--- config.mk ---
export PLATFORM = sky130hd
export DESIGN_NAME = mod_step_bit
export DESIGN_NICKNAME = d
export VERILOG_FILES = /design/src/rtl/serial_mod_checker_mod_step_bit.sv
export SDC_FILE = /design/constraint.sdc
export NUM_CORES = 1
export LEC_CHECK = 0
export CAP_MARGIN = 15
export CORE_UTILIZATION = 40
export DETAILED_ROUTE_END_ITERATION = 7
export PLACE_DENSITY = 0.84
export SETUP_SLACK_MARGIN = 0.2
export SYNTH_ARGS = -nofsm -noshare
export SYNTH_HDL_FRONTEND = slang
export SYNTH_SLANG_ARGS = --single-unit
--- constraint.sdc ---
create_clock -name vclk -period 3.75
set_clock_uncertainty 0.2 [all_clocks]
set_input_delay 0.75 -clock vclk [all_inputs]
set_output_delay 0.75 -clock vclk [all_outputs]
set_load 0.01 [all_outputs]
--- src/rtl/serial_mod_checker_mod_step_bit.sv ---
// -----------------------------------------------------------------------------
// mod_step_bit
//
// Purpose : one compare-subtract stage of the running-remainder update.
//           Shifts one bit into the remainder (t = 2*r + bit) and reduces it
//           modulo the divisor with a single conditional subtract. A single
//           subtract is enough because the incoming remainder is always below
//           the divisor, so t < 2*divisor.
//
// Parameters:
//   DIV_W    - divisor / remainder width
//
// Ports:
//   r_in     in  DIV_W  remainder before this bit
//   bit_in   in  1      next bit of the value (arithmetic order, MSB first)
//   divisor  in  DIV_W  modulus
//   r_out    out DIV_W  remainder after this bit
// -----------------------------------------------------------------------------
module mod_step_bit #(
    parameter int DIV_W = 8
) (
    input  logic [DIV_W-1:0] r_in,
    input  logic             bit_in,
    input  logic [DIV_W-1:0] divisor,
    output logic [DIV_W-1:0] r_out
);

    // t needs one extra bit: 2*r + bit can reach 2*divisor - 1.
    logic [DIV_W:0] t;
    logic [DIV_W:0] div_ext;
    logic           ge;

    assign t       = {r_in, bit_in};
    assign div_ext = {1'b0, divisor};
    assign ge      = (t >= div_ext);

    // After reduction the result is below the divisor, so the top bit is
    // always zero and can be dropped.
    assign r_out = DIV_W'(ge ? (t - div_ext) : t);

endmodule : mod_step_bit

After elaboration in Yosys (flattened, before gate mapping)
Cells that the tools add are included.
- $lt $le $gt $ge: 1
- multiplexer cells: 1
- $add $sub $neg: 1
- operators with widths (operator ; number):
    $ge A9 B8 Y1 ; 1
    $mux W8 ; 1
    $sub A8 B8 Y8 ; 1
- logic and storage cells: 3
- output and inout port bits: 8
- input port bits: 17
- register bits after elaboration: 0

Depth between registers and ports, before layout
- depth after elaboration: 2
- gate-level depth with buffers: 8
- mapped depth without buffers: 8

Worst setup path after synthesis
Ideal clock, no wire load.
- kind: input to output
- start: in bit_in
- end: out r_out[6]
- arrival: 2.285 ns
- data required time: 2.800 ns
- setup slack: 0.515 ns
- stages: 8
- buffers on the path: 0
- path through: inv_1 -> ha_1 -> fa_1 -> nor2b_1 -> o31a_2 -> nor4_1 -> a311o_1 -> mux2_4
- word-level cells in the longest chain between the ends: 2
- elaborated cells on any way between the ends: 3
- classes of those cells: add/sub: 1; order compare: 1; mux: 1
- RTL lines (what ; line ; source):
    from (decl) ; 23 ; input logic bit_in,
    $sub A8 B8 Y8 / $ge A9 B8 Y1 (equally long branches) ; 39, 35 ;
    $mux W8 * ; 39 ; assign r_out = DIV_W'(ge ? (t - div_ext) : t);
    to (decl) ; 25 ; output logic [DIV_W-1:0] r_out
Every way passes the cells marked *; elsewhere a longest branch is shown, timed or not.

Worst setup path after layout
- start: in r_in[5]
- end: out r_out[5]
- word-level cells in the longest chain between the ends: 2
- RTL lines (what ; line ; source):
    from (decl) ; 22 ; input logic [DIV_W-1:0] r_in,
    $ge A9 B8 Y1 ; 35 ; assign ge = (t >= div_ext);
    $mux W8 ; 39 ;
Every way passes these cells.

==> flow_metrics.env <==
export IMPL_p_seq_frac=0
export IMPL_hold_depth=3
export IMPL_syn_nets=91
export IMPL_synth_warnings=0
export IMPL_critPathSlowestCell="a2111oi_4"
export IMPL_n_sequential_cell=0
export IMPL_antenna_found_initial=0
export IMPL_cellPowerDensity_nw_per_um2=221
export IMPL_grt_pass1_wl_mm=3.53
export IMPL_numPortBuffers=25
export IMPL_fp_dieArea_um2=1470
export IMPL_detail_route_antenna_nets=0
export IMPL_leakage_nw=0.521
export IMPL_critPathMaxStageDelay_ns=0.37
export IMPL_status="completed"
export IMPL_crit_cells=9
export IMPL_start_util=0.450
export IMPL_synth_area_um2=527
export IMPL_switching_share=0.463
export IMPL_drc=0
export IMPL_nets=142
export IMPL_setup_viol=0
export IMPL_period_needed_ns=3.57
export IMPL_layout_commonest_cell="buf_4"
export IMPL_drive_above_1_share=0.728
export IMPL_ios=25
export IMPL_die_h_um=38.3
export IMPL_maxSlewHeadroom=0.761
export IMPL_syn_avg_cell_area_um2=8.10
export IMPL_crit_path_max_fanout=4
export IMPL_viasPerCell=6.45
export IMPL_n_antenna_cell=0
export IMPL_tightest_slew_ns=0.355
export IMPL_period_share=0.953
export IMPL_gp_congestion=0.751
export IMPL_setup_slack_ns=0.177
export IMPL_cp_data_required_time_ns=2.80
export IMPL_die_x_um=38.3
export IMPL_grtUsageTotal=0.356
export IMPL_min_path_type="input pin to primary output"
export IMPL_dp_hpwl_mm=1.10
export IMPL_layout_area_seq_um2=0
export IMPL_final_cell_mix="22 x buf_4, 14 x clkbuf_2, 8 x ha_4"
export IMPL_clkPwrFrac=0
export IMPL_globalRoute_totalOverflow=0
export IMPL_post_place_ws_ns=-0.493
export IMPL_max_freq_ghz=0.280
export IMPL_startpoint_type="input pin"
export IMPL_routed_wl_mm=3.09
export IMPL_drv_slew=0
export IMPL_p_int_mw=0.128
export IMPL_nClkBuffers=0
export IMPL_hold_viol=0
export IMPL_grt_setup_unrepaired="false"
export IMPL_ys_types=26
export IMPL_grt_pass1_vias=780
export IMPL_drv_cap=0
export IMPL_ir_drop_uv=138
export IMPL_synthToLayoutAreaGrowth_pct=104
export IMPL_rows=12
export IMPL_end_kind="primary output"
export IMPL_synthCells=65
export IMPL_path_class="input pin to primary output"
export IMPL_grt_max_degree=7
export IMPL_crit_family="compound AO/OA/AOI/OAI gates"
export IMPL_p_switching_mw=0.110
export IMPL_wire_per_inst_um=24.2
export IMPL_crit_path_frequent_cell="buf_6"
export IMPL_crit_buf_inv=4
export IMPL_coreArea_um2=1170
export IMPL_seq_area_frac_synth=0
export IMPL_critPathArrivalTime_ns=2.62
export IMPL_worstPathCellList="buf_6 > ha_4 > a21o_1 > a2111oi_4 > o21a_1 > buf_4 > buf_6 > mux2_4 > buf_6"
export IMPL_holdWs_ns=1.62
export IMPL_p_comb_frac=1.000
export IMPL_drt_first_pass_iters=4
export IMPL_vias=826
export IMPL_initialDrtViolationCount=46
[synthesized netlist by cell type (2+ instances only)]
cell	count	share of area
a21o_1	2	0.028
a21oi_1	2	0.019
ha_1	8	0.19
inv_1	11	0.078
mux2_4	6	0.17
mux2i_1	2	0.038
nand2_1	2	0.014
nand2b_1	3	0.036
nand3_1	2	0.019
nor2_1	4	0.028
nor3_1	3	0.028
nor3b_1	2	0.028
o21a_1	2	0.028
o21ai_0	2	0.019
xnor2_1	3	0.050
[layer usage]
layer	vias up	track usage	wire, um
met5	-	0	0
met4	0	0.116	262
met3	37	0.0407	330
met2	94	0.716	1430
met1	364	0.367	1070
li1	331	-	-
[final timing paths]
check    start  endpoint
min    r_in[5]  r_out[6]
max    r_in[5]  r_out[5]
[kinds of logic (layout without fill, tap and decap cells)]
logic type | after synthesis | count (layout) | share of synthesized area
AO/OA/AOI/OAI | 15 | 15 | 0.235
multiplexers | 8 | 8 | 0.209
buffers and inverters | 12 | 61 | 0.0998
adder cells (fa/ha/maj) | 9 | 9 | 0.228
AND/OR/NAND/NOR | 18 | 18 | 0.178
XOR/XNOR | 3 | 3 | 0.0499
[per-stage QoR]
step	utilization	instance area (um2)	TNS (ns)	power, mW	cells
6_report	0.919	1080	0	0.238	128
3_3_place_gp	0.782	916	-3.53	0.174	119
4_1_cts	0.929	1090	0	0.200	125
3_5_place_dp	0.782	916	-3.51	0.177	119
5_1_grt	0.919	1080	0	0.246	128
2_1_floorplan	-	527	0	0.0946	65
[what timing repair did]
item                                    4_1_cts  5_1_grt
setup buffers                                 6        3
pin swaps                                    14       14
hold buffers                                  0        0
endpoints found under the setup margin        8        8
gates resized for setup                      77       39
[power by group through the flow]
stage          logic (mW)  clock network [mW]  registers [mW]
5_1_grt             0.246                   0               0
3_5_place_dp        0.177                   0               0
6_report            0.238                   0               0
4_1_cts             0.200                   0               0
2_1_floorplan      0.0946                   0               0
3_3_place_gp        0.174                   0               0
[worst min-delay path, delay by kind of cell]
kind     cells  cell delay [ns]
buf+inv      2             0.18
mux          1             0.14
[area by class of cell]
| cell class | instances | area [um2] |
|---|---|---|
| multi-input cells | 53 | 648 |
| repair buffers | 50 | 367 |
| fillers | 41 | 95.1 |
| inverters | 11 | 43.8 |
| well taps | 14 | 17.5 |
Note: power is estimated with default switching activity, not from simulation.
